## config.mk

```make
export PLATFORM = sky130hd
export DESIGN_NAME = irq_timer_src
export DESIGN_NICKNAME = d
export VERILOG_FILES = /design/src/rtl/irq_timer_src.sv
export SDC_FILE = /design/constraint.sdc
export NUM_CORES = 1
export LEC_CHECK = 0
export BUFFER_PORTS_ARGS = -buffer_cell sky130_fd_sc_hd__buf_2
export CAP_MARGIN = 30
export CORE_MARGIN = 2
export CORE_UTILIZATION = 38
export DETAILED_ROUTE_END_ITERATION = 7
export REMOVE_ABC_BUFFERS = 1
export SKIP_LAST_GASP = 1
export SLEW_MARGIN = 20
export SYNTH_ARGS = -nofsm -noshare
export SYNTH_HDL_FRONTEND = slang
export SYNTH_SLANG_ARGS = --single-unit
```

## constraint.sdc

```tcl
create_clock -name clk -period 3 [get_ports clk]
set_input_delay 0.3 -clock clk [delete_from_list [all_inputs] [get_ports clk]]
set_output_delay 0.3 -clock clk [all_outputs]
set_load 0.02 [all_outputs]
```

## src/rtl/irq_timer_src.sv

```systemverilog
// -----------------------------------------------------------------------------
// irq_timer_src
//   Machine-level interrupt source. It contains:
//     - a 64-bit free-running mtime counter advanced by a 16-bit prescaler
//     - a 64-bit mtimecmp register; the timer interrupt is registered (mtime >= mtimecmp)
//     - an external interrupt conditioner: a synchronizer, then edge or level capture
//   The exception vector goes to the CSR file: bit 7 = timer, bit 11 = external.
//
// Ports
//   clk         system clock
//   reset       asynchronous active-low reset
//   sel         block select from the address decoder
//   address     byte offset; only [4:2] are decoded
//   reg_wr      write strobe, qualified by sel
//   reg_rd      read strobe, qualified by sel
//   wdata       write data (word accesses only)
//   ext_irq_in  asynchronous external interrupt line
//   rd_data     combinational read data, 0 when no read is in progress
//   excep       exception vector (bit 7 timer, bit 11 external)
//
// Register map
//   0x00 mtime_lo   0x04 mtime_hi   0x08 mtimecmp_lo   0x0C mtimecmp_hi
//   0x10 prescale[15:0]   0x14 ext_ctrl {mode, enable}   0x18 ext_pending (W1C)
//   0x1C reserved
//   Requirements: width >= 32 and SYNC_STAGES >= 2.
// -----------------------------------------------------------------------------
module irq_timer_src #(
  parameter int width       = 32,
  parameter int SYNC_STAGES = 2
) (
  input  logic             clk,
  input  logic             reset,
  input  logic             sel,
  input  logic [4:0]       address,
  input  logic             reg_wr,
  input  logic             reg_rd,
  input  logic [width-1:0] wdata,
  input  logic             ext_irq_in,
  output logic [width-1:0] rd_data,
  output logic [width-1:0] excep
);

  typedef enum logic [2:0] {
    A_MTIME_LO  = 3'd0,
    A_MTIME_HI  = 3'd1,
    A_MTCMP_LO  = 3'd2,
    A_MTCMP_HI  = 3'd3,
    A_PRESCALE  = 3'd4,
    A_EXT_CTRL  = 3'd5,
    A_EXT_PEND  = 3'd6,
    A_RESERVED  = 3'd7
  } reg_addr_e;

  reg_addr_e   reg_addr;
  logic        wr_en, rd_en;
  logic [31:0] wdata_w;
  logic        unused_addr_bits;

  assign reg_addr         = reg_addr_e'(address[4:2]);
  assign wr_en            = sel & reg_wr;
  assign rd_en            = sel & reg_rd;
  assign wdata_w          = wdata[31:0];
  assign unused_addr_bits = ^address[1:0];

  // State
  logic [31:0]            mtime_lo_q, mtime_lo_d;
  logic [31:0]            mtime_hi_q, mtime_hi_d;
  logic [31:0]            mtcmp_lo_q, mtcmp_lo_d;
  logic [31:0]            mtcmp_hi_q, mtcmp_hi_d;
  logic [15:0]            prescale_q, prescale_d;
  logic [15:0]            presc_cnt_q, presc_cnt_d;
  logic                   timer_irq_q, timer_irq_d;
  logic [1:0]             ext_ctrl_q, ext_ctrl_d;     // [0] enable, [1] mode (1 = level)
  logic                   ext_pend_q, ext_pend_d;
  logic [SYNC_STAGES-1:0] sync_q;
  logic                   ext_s_d_q;

  logic tick, ext_s, ext_rise, w1c;

  assign tick     = (presc_cnt_q == prescale_q);
  assign ext_s    = sync_q[SYNC_STAGES-1];
  assign ext_rise = ext_s & ~ext_s_d_q;
  assign w1c      = wr_en && (reg_addr == A_EXT_PEND) && wdata_w[0];

  // Next-state logic
  always_comb begin
    // NOTE: every signal gets a default before any branch so no latch is inferred.
    mtime_lo_d  = mtime_lo_q;
    mtime_hi_d  = mtime_hi_q;
    mtcmp_lo_d  = mtcmp_lo_q;
    mtcmp_hi_d  = mtcmp_hi_q;
    prescale_d  = prescale_q;
    ext_ctrl_d  = ext_ctrl_q;
    presc_cnt_d = tick ? 16'd0 : presc_cnt_q + 16'd1;

    // The high word uses the current low word to form the carry, in the same cycle.
    if (tick) begin
      mtime_lo_d = mtime_lo_q + 32'd1;
      if (mtime_lo_q == 32'hFFFF_FFFF) mtime_hi_d = mtime_hi_q + 32'd1;
    end

    // Bus writes come after the increment, so a write takes priority over a tick.
    if (wr_en) begin
      case (reg_addr)
        A_MTIME_LO: mtime_lo_d = wdata_w;
        A_MTIME_HI: mtime_hi_d = wdata_w;
        A_MTCMP_LO: mtcmp_lo_d = wdata_w;
        A_MTCMP_HI: mtcmp_hi_d = wdata_w;
        A_PRESCALE: begin
          prescale_d  = wdata_w[15:0];
          presc_cnt_d = 16'd0;
        end
        A_EXT_CTRL: ext_ctrl_d = wdata_w[1:0];
        default: ;
      endcase
    end

    timer_irq_d = ({mtime_hi_q, mtime_lo_q} >= {mtcmp_hi_q, mtcmp_lo_q});

    // In edge mode the set is applied last, so a new edge beats a coincident W1C.
    // In level mode the pending bit simply follows the synchronized line.
    if (ext_ctrl_q[1]) begin
      ext_pend_d = ext_s;
    end else begin
      ext_pend_d = ext_pend_q;
      if (w1c)      ext_pend_d = 1'b0;
      if (ext_rise) ext_pend_d = 1'b1;
    end
  end

  // NOTE: sequential state uses non-blocking assignments only.
  always_ff @(posedge clk or negedge reset) begin
    if (!reset) begin
      mtime_lo_q  <= '0;
      mtime_hi_q  <= '0;
      mtcmp_lo_q  <= 32'hFFFF_FFFF;
      mtcmp_hi_q  <= 32'hFFFF_FFFF;
      prescale_q  <= '0;
      presc_cnt_q <= '0;
      timer_irq_q <= 1'b0;
      ext_ctrl_q  <= '0;
      ext_pend_q  <= 1'b0;
      sync_q      <= '0;
      ext_s_d_q   <= 1'b0;
    end else begin
      mtime_lo_q  <= mtime_lo_d;
      mtime_hi_q  <= mtime_hi_d;
      mtcmp_lo_q  <= mtcmp_lo_d;
      mtcmp_hi_q  <= mtcmp_hi_d;
      prescale_q  <= prescale_d;
      presc_cnt_q <= presc_cnt_d;
      timer_irq_q <= timer_irq_d;
      ext_ctrl_q  <= ext_ctrl_d;
      ext_pend_q  <= ext_pend_d;
      sync_q      <= {sync_q[SYNC_STAGES-2:0], ext_irq_in};
      ext_s_d_q   <= ext_s;
    end
  end

  // Read mux. The reset gate makes rd_data 0 while reset is held, even
  // though mtimecmp resets to all ones.
  logic [31:0] rd_word;
  always_comb begin
    rd_word = '0;
    if (rd_en && reset) begin
      case (reg_addr)
        A_MTIME_LO: rd_word = mtime_lo_q;
        A_MTIME_HI: rd_word = mtime_hi_q;
        A_MTCMP_LO: rd_word = mtcmp_lo_q;
        A_MTCMP_HI: rd_word = mtcmp_hi_q;
        A_PRESCALE: rd_word = {16'd0, prescale_q};
        A_EXT_CTRL: rd_word = {30'd0, ext_ctrl_q};
        A_EXT_PEND: rd_word = {31'd0, ext_pend_q};
        default:    rd_word = '0;
      endcase
    end
  end
  assign rd_data = width'(rd_word);

  always_comb begin
    excep     = '0;
    excep[7]  = timer_irq_q;
    excep[11] = ext_pend_q & ext_ctrl_q[0];
  end

endmodule

```

=== Word-level counts from Yosys, hierarchy flattened ===
Cells that the tools add are included.

* Bitwise operators: 5
* Magnitude comparators: 1
* $add $sub $neg: 3
* Equal/unequal tests: 8
* Mux-type cells: 15
* Reductions and logical operators: 9

{| class="wikitable"
|+ Operators by type and width
! operator !! count
|-
| 32-bit two-way mux || 8
|-
| 32-bit one-hot mux with 7 select lines || 1
|-
| 32-bit by 1-bit adder with 32-bit output (second input constant) || 2
|-
| 64-bit >= comparator || 1
|-
| 16-bit two-way mux || 3
|-
| 32-bit equality test (second input constant) || 1
|-
| 16-bit by 1-bit adder with 16-bit output (second input constant) || 1
|-
| 16-bit equality test || 1
|-
| 3-bit equality test (second input constant) || 3
|-
| 2-bit AND reduction || 4
|-
| 3-bit by 2-bit equality test with 1-bit output (second input constant) || 2
|-
| 1-bit bitwise AND || 4
|-
| 3-bit by 1-bit equality test with 1-bit output (second input constant) || 1
|-
| 1-bit logical AND || 3
|-
| 3-bit zero test || 1
|-
| 1-bit two-way mux || 3
|-
| 3-bit nonzero test || 1
|-
| 1-bit inverter || 1
|}

* Logic and storage cells: 52
* Output and inout bits: 64
* Input port bits: 43
* Flip-flop bits (word level): 167

=== Longest topological paths before layout ===
Gate-level depths: netlist of the first run.

* Word-level depth: 6
* Gate-level depth with buffers: 9
* Gate-level depth less buffers: 8

=== Least setup slack after synthesis of the first run ===
No wires, ideal clock.

* Kind: register to register
* Start: register mtime_lo_q[0]
* End: register mtime_hi_q[15]
* Buffers on the path: 1
* Library setup time: 0.082 ns
* Path slack: 0.647 ns
* Data required time: 2.918 ns
* Arrival time: 2.271 ns
* Stages on the path, launching flop included: 9
* Period minus slack after synthesis: 2.353 ns
* Cell sequence: dfrtp_1 > ha_1 > nand4_1 > nor4_4 > nand4_2 > or3_1 > buf_2 > or4_1 > a31oi_1

* Word-level cells in the longest chain between the ends: 5

{| class="wikitable"
|+ RTL lines
! element !! line !! source
|-
| from (decl) || 66 || <nowiki>logic [31:0] mtime_lo_q, mtime_lo_d;</nowiki>
|-
| from (signal assigned) || 146 || <nowiki>mtime_lo_q <= mtime_lo_d;</nowiki>
|-
| 32-bit equality test * || 99 || <nowiki>if (mtime_lo_q == 32'hFFFF_FFFF) mtime_hi_d = mtime_hi_q + 32'd1;</nowiki>
|-
| 32-bit two-way mux * || 99 ||
|-
| 32-bit two-way mux * || 97 || <nowiki>if (tick) begin</nowiki>
|-
| 32-bit two-way mux || 104 || <nowiki>case (reg_addr)</nowiki>
|-
| 32-bit two-way mux * || 103 || <nowiki>if (wr_en) begin</nowiki>
|-
| named net mtime_hi_d[15] || 67 || <nowiki>logic [31:0] mtime_hi_q, mtime_hi_d;</nowiki>
|-
| to (signal assigned) || 147 || <nowiki>mtime_hi_q <= mtime_hi_d;</nowiki>
|-
| to (decl) || 67 ||
|}

The timed path passes the listed nets; every way through them passes the cells marked *.
A chain may end at the register's enable or synchronous reset.

=== Final worst setup path of the first run ===
* Start: register presc_cnt_q[3]
* End: register mtime_hi_q[29]

* Word-level cells in the longest chain between the ends: 4

{| class="wikitable"
|+ RTL lines
! element !! line !! source
|-
| from (decl) || 71 || <nowiki>logic [15:0] presc_cnt_q, presc_cnt_d;</nowiki>
|-
| from (signal assigned) || 151 || <nowiki>presc_cnt_q <= presc_cnt_d;</nowiki>
|-
| 16-bit equality test * || 80 || <nowiki>assign tick = (presc_cnt_q == prescale_q);</nowiki>
|-
| 32-bit two-way mux * || 97 ||
|-
| 32-bit two-way mux || 104 ||
|-
| 32-bit two-way mux * || 103 ||
|-
| named net mtime_hi_d[29] || 67 ||
|}

Marked as above.

==> impl_metrics.py, run 1 <==
metrics = {
    "critical_path": {
        "crit_top_cell": "buf_4",
        "cp-end-kind": "register",
        "crit_type": "reg2reg",
        "critPathSlowestCell": "dfrtp_1",
        "r2r_setup_slack_ps": 280,
        "path_depth": 8,
        "worstSetupStartpointType": "register",
        "critPathMaxStageDelay_ps": 430,
        "path_cells": "xor2_1, nor4_1, nand4_1, buf_4, nor4b_2, buf_4, nor2_1, or3_1",
        "r2r-end": "mtime_hi_q[29]",
        "cp_top_family": "simple AND/OR/NAND/NOR gates",
        "cp_max_fo": 16,
        "rr_startpoint": "presc_cnt_q[3]",
        "required_ps": 3320,
        "crit_arrival_ps": 3040,
        "rr_worst_depth": 8,
        "critPathBufInv": 2,
    },
    "timing": {
        "hold_violations": 0,
        "fmax_mhz": 368,
        "worstMarginPinSlew_ps": 842,
        "relSlewSlack": 0.439,
        "setup_ws_ps": 285,
        "whs_ps": 108,
        "grt_setup_unrepaired": "no",
        "clock_skew_ps": 17.8,
        "tns_ps": 0,
        "timing.final.crit_share": 0.905,
        "fin_crit_ps": 2720,
        "setup_viol": 0,
        "finalMaxSlewViolations": 0,
    },
    "layout": {
        "area_growth_pct": 14.1,
        "drive_above_1_share": 0.214,
        "finalInstanceArea_um2": 12500,
        "stdcell_count": 1710,
        "final_nets": 1423,
        "finish.utilization": 0.437,
        "antennaDiodeCount": 0,
    },
    "power_and_ir_drop": {
        "powerDensity_nw_per_um2": 651,
        "finalPower_mw": 8.13,
        "p_leak_nw": 5.32,
        "ir_drop_v": 0.000401,
    },
    "floorplan": {
        "start_util": 0.383,
        "row_count": 62,
        "dieArea_um2": 30100,
        "coreArea_um2": 28500,
        "die_width_um": 174,
        "fp.dieH_um": 174,
        "num_io_pins": 107,
    },
    "yosys": {
        "synth.distinct_cells": 61,
        "ys_ff_latch": 167,
        "synth_top_family_by_area": "simple AND/OR/NAND/NOR gates",
        "syn_inst": 1229,
        "synth-edff-count": 0,
        "yosysMostFrequentCell": "nand2_1",
        "synth_xor_area_frac": 0.0489,
        "async_flop_share": 1.00,
        "yosys.area_share.simple": 0.214,
        "yosys.area_share.adder": 0.0767,
        "netlist_area_um2": 10900,
        "synth_area_leader_cell": "dfrtp_1",
        "yosys-top-cells-area": "dfrtp_1 (24%), dfstp_2 (15%), ha_1 (7.7%), nand2_1 (5.7%), o21ai_0 (5.0%)",
        "syn_area_per_cell_um2": 8.89,
        "synth_ff_type": "dfrtp_1",
        "synth_top_cell_area_share": 0.236,
        "synth_compound_area_frac": 0.133,
        "ys.warnings.count": 0,
        "synthMuxAreaShare": 0.0663,
        "yosys-top-cells-count": "nand2_1 (167), o21ai_0 (110), dfrtp_1 (103), inv_1 (82), nor2_1 (68)",
        "yosysSeqAreaShare": 0.390,
    },
    "place": {
        "place.gp.congestion": 0.857,
        "placed_cell_area_um2": 11900,
        "dp_slack_ps": 346,
        "post-dp-hpwl_um": 24200,
        "io_buffers": 74,
        "place_inst": 1676,
    },
    "detailed_routing": {
        "drt_iter0_markers": 758,
        "routed_wirelength_um": 32700,
        "final_antenna_net_count": 0,
        "detail_route.wl_per_cell_um": 19.1,
        "drcViolationCount": 0,
        "vias": 9316,
        "vias_per_cell": 5.45,
        "first_pass_iters": 6,
    },
    "job": {
        "cap_violations": 0,
    },
    "min_path": {
        "hold_depth": 3,
        "hold_start": "wdata[25]",
        "hp-class": "in2reg",
        "min_delay_worst_endpoint": "mtcmp_lo_q[25]",
    },
    "grt": {
        "first_global_vias": 9187,
        "grt_pass1_wl_um": 52500,
        "overflow": 0,
        "antenna_found_initial": 0,
        "grt_max_degree": 65,
        "track_usage": 0.223,
    },
    "clocking": {
        "cts-root-buf": "clkbuf_16",
        "cts-buffers-inserted": 17,
        "cts_sinks": 167,
        "clkLatencyLatePin_ps": 450,
        "tritoncts": "done",
        "clk_pin_slew_ps": 70,
        "clk_path_buf_depth": 2,
        "htreeDepth": 4,
    },
    "run_status": {
        "status": "completed",
    },
}
## worst max path at each step
stage                         startpoint         endpoint  slack [ps]
after floorplan           presc_cnt_q[6]   mtime_hi_q[15]        -230
after global placement        address[2]  presc_cnt_q[15]         400
after detailed placement      address[2]  presc_cnt_q[14]         350
after CTS                          reset      rd_data[31]         320
after global routing      presc_cnt_q[8]    mtime_lo_q[9]         170
final                     presc_cnt_q[3]   mtime_hi_q[29]         280
## routing by layer
| layer | vias up | share of wire | track usage |
|---|---|---|---|
| met4 | 0 | 0.029 | 0.0826 |
| li1 | 4459 | - | - |
| met2 | 301 | 0.46 | 0.347 |
| met5 | - | 0 | 0 |
| met3 | 61 | 0.058 | 0.0443 |
| met1 | 4495 | 0.46 | 0.308 |
## worst register-to-register path, delay by kind of cell, from the launching register on
kind	cells	cell delay, ps
AND/OR/NAND/NOR	5	1430
XOR/XNOR	1	200
buffers and inverters	2	530
flip-flops	1	430
## state kept, by name, summed over array words and instances, names as in the netlist
signal / cells
ext_s_d_q: 1
mtcmp_lo_q: 32
timer_irq_q: 1
prescale_q: 16
presc_cnt_q: 16
ext_pend_q: 1
ext_ctrl_q: 2
mtime_lo_q: 32
mtime_hi_q: 32
sync_q: 2
mtcmp_hi_q: 32
## cell usage in the layout, fill, tap and decap left out, types with 24 or more instances in the layout
cell,count
buf_2,73
o21ai_0,110
conb_1,30
ha_1,67
a22oi_1,32
nand2_1,167
nand3_1,50
xor2_1,24
nand4_1,36
xnor2_1,37
a21oi_1,56
dfrtp_1,103
buf_4,53
dfstp_2,64
inv_1,82
nor2_1,68
## layout make-up
type | instances | area (um^2)
sequential | 167 | 4260
timing repair buffer | 131 | 842
fill | 2869 | 16100
inverter | 82 | 308
clock inverter | 14 | 138
multi-input combinational | 914 | 6010
tap | 384 | 480
clock buffer | 18 | 439
## report_power, final
part           internal, mW  switching [mW]
combinational          1.07            1.35
sequential             2.90           0.574
clock                  1.19            1.05
## repair_timing
action                                 CTS  global route
hold buffers                             2             0
endpoints found under the hold margin   29             0
resized for setup                        0             0
setup buffers                            0             0
## cell families after synthesis
family,Yosys count
mux,50
fa+ha+maj,67
buf+inv,177
other cells,1
compound gates,247
flops,167
xor+xnor,61
simple gates,459
Note: power is estimated with default switching activity, not from simulation.
==> run 2: changes to the inputs <==
Settings changed: CAP_MARGIN 30 to 10.
Clock period 3 ns to 2.68 ns, I/O delays scaled along.
==> run 2 against run 1 <==
  * Core utilization grew 0.35 points
  * Fmax increased by 7.0%
  * Via count grew 0.20%
  * Global-route usage fell by 0.20 points
  * Clock power grew 7%
  * Critical endpoint is now mtime_lo_q[22]
  * Routed wire length about the same
  * Critical path type unchanged
  * Final area is 0.79% higher
==> impl_metrics.py, run 2 (synthesis gave the netlist of run 1 again) <==
metrics = {
    "run_status": {
        "status": "completed",
    },
    "grt": {
        "grt_max_degree": 119,
        "first_global_vias": 9228,
        "track_usage": 0.221,
        "antenna_found_initial": 1,
        "overflow": 0,
        "grt_pass1_wl_um": 52000,
    },
    "layout": {
        "final_cell_mix": "nand2_1 (167), o21ai_0 (110), dfrtp_1 (103), inv_1 (82), buf_2 (73)",
        "final_nets": 1434,
        "layout_commonest_cell": "nand2_1",
        "drive_above_1_share": 0.221,
        "area_growth_pct": 15.0,
        "finalInstanceArea_um2": 12600,
        "stdcell_count": 1722,
    },
    "detailed_routing": {
        "vias": 9335,
        "final_antenna_net_count": 0,
        "drt_iter0_markers": 668,
        "vias_per_cell": 5.42,
        "first_pass_iters": 5,
        "drcViolationCount": 0,
        "detail_route.wl_per_cell_um": 19.0,
        "routed_wirelength_um": 32700,
    },
    "floorplan": {
        "dieArea_um2": 30100,
        "die_width_um": 174,
        "num_io_pins": 107,
        "coreArea_um2": 28500,
        "fp.dieH_um": 174,
        "row_count": 62,
        "start_util": 0.383,
    },
    "timing": {
        "worstMarginPinSlew_ps": 757,
        "setup_viol": 0,
        "relSlewSlack": 0.495,
        "hold_violations": 0,
        "grt_setup_unrepaired": "no",
        "fin_crit_ps": 2540,
        "whs_ps": 81.8,
        "finalMaxSlewViolations": 0,
        "clock_skew_ps": 14.1,
        "tns_ps": 0,
        "timing.final.crit_share": 0.947,
        "fmax_mhz": 394,
    },
    "clocking": {
        "htreeDepth": 4,
        "clk_path_buf_depth": 2,
        "clk_pin_slew_ps": 70,
        "cts-buffers-inserted": 17,
        "tritoncts": "done",
        "cts_sinks": 167,
        "cts-root-buf": "clkbuf_16",
        "clkLatencyLatePin_ps": 450,
    },
    "place": {
        "post-dp-hpwl_um": 24200,
        "placed_cell_area_um2": 12000,
        "io_buffers": 74,
        "place_inst": 1687,
        "place.gp.congestion": 0.899,
    },
    "power_and_ir_drop": {
        "sw_frac_of_total": 0.366,
        "p_leak_nw": 5.38,
        "ir_drop_v": 0.000497,
        "power_frac_comb": 0.315,
        "seq_power_share": 0.421,
        "finalPower_mw": 9.06,
        "p_clk_frac": 0.264,
        "powerDensity_nw_per_um2": 720,
        "internal_power_mw": 5.75,
        "p_sw_mw": 3.31,
    },
    "critical_path": {
        "required_ps": 3060,
        "worstSetupStartpointType": "register",
        "crit_type": "reg2reg",
        "cp_max_fo": 9,
        "cp-end-kind": "register",
        "crit_arrival_ps": 2920,
    },
    "min_path": {
        "hp-class": "in2reg",
    },
    "job": {
        "cap_violations": 0,
    },
}
## run 2: area by class of cell
cell class,instances,area (um^2)
antenna,1,2.50
sequential,167,4260
multi-input combinational,914,6020
clock inverter,14,113
timing repair buffer,142,955
clock buffer,18,439
inverter,82,308
fill,2876,16000
tap,384,480
## run 2: critical path, stage by stage, from the launching register on
cell	delay, ps
dfrtp_1	430
xor2_1	200
nor4_1	360
nand4_1	130
buf_4	220
or4_1	700
or3_1	360
nand3_1	80
## run 2: through the flow
stage / utilization / setup WS, ps
detailed placement: 0.420 / 172
finish: 0.441 / 142
floorplan: - / -549
global placement: 0.420 / 164
CTS: 0.440 / 142
global route: 0.441 / 0.0349
## run 2: layer usage
metal,global-route usage,part of all wire
met5,0,0
met4,0.0676,0.020
met3,0.0309,0.043
met2,0.357,0.47
met1,0.308,0.47
## run 2: worst paths after layout
path | start | to | slack, ps | cells after the start
setup / recovery | presc_cnt_q[3] | mtime_lo_q[22] | 140 | 7
hold / removal | wdata[17] | mtcmp_hi_q[17] | 80 | 3
setup reg to reg | presc_cnt_q[3] | mtime_lo_q[22] | 140 | 7
hold reg to reg | sync_q[0] | sync_q[1] | 350 | 0
max in group asynchronous | reset | mtime_hi_q[26] | 1560 | 3
min in group asynchronous | reset | presc_cnt_q[0] | 490 | 3
## run 2: repair_timing
item | CTS | global route
hold buffers | 2 | 0
endpoints found under the hold margin | 6 | 0
setup endpoints to repair | 0 | 1
setup buffers | 0 | 0
gates resized for setup | 0 | 1
## run 2: power by group through the flow
stage          logic, mW  registers, mW  clock network (mW)
3_3_place_gp        2.77           3.82                   0
4_1_cts             2.85           3.81                2.45
2_1_floorplan       1.80           3.74                   0
3_5_place_dp        2.83           3.84                   0
6_report            2.86           3.81                2.39
5_1_grt             3.23           3.89                2.55
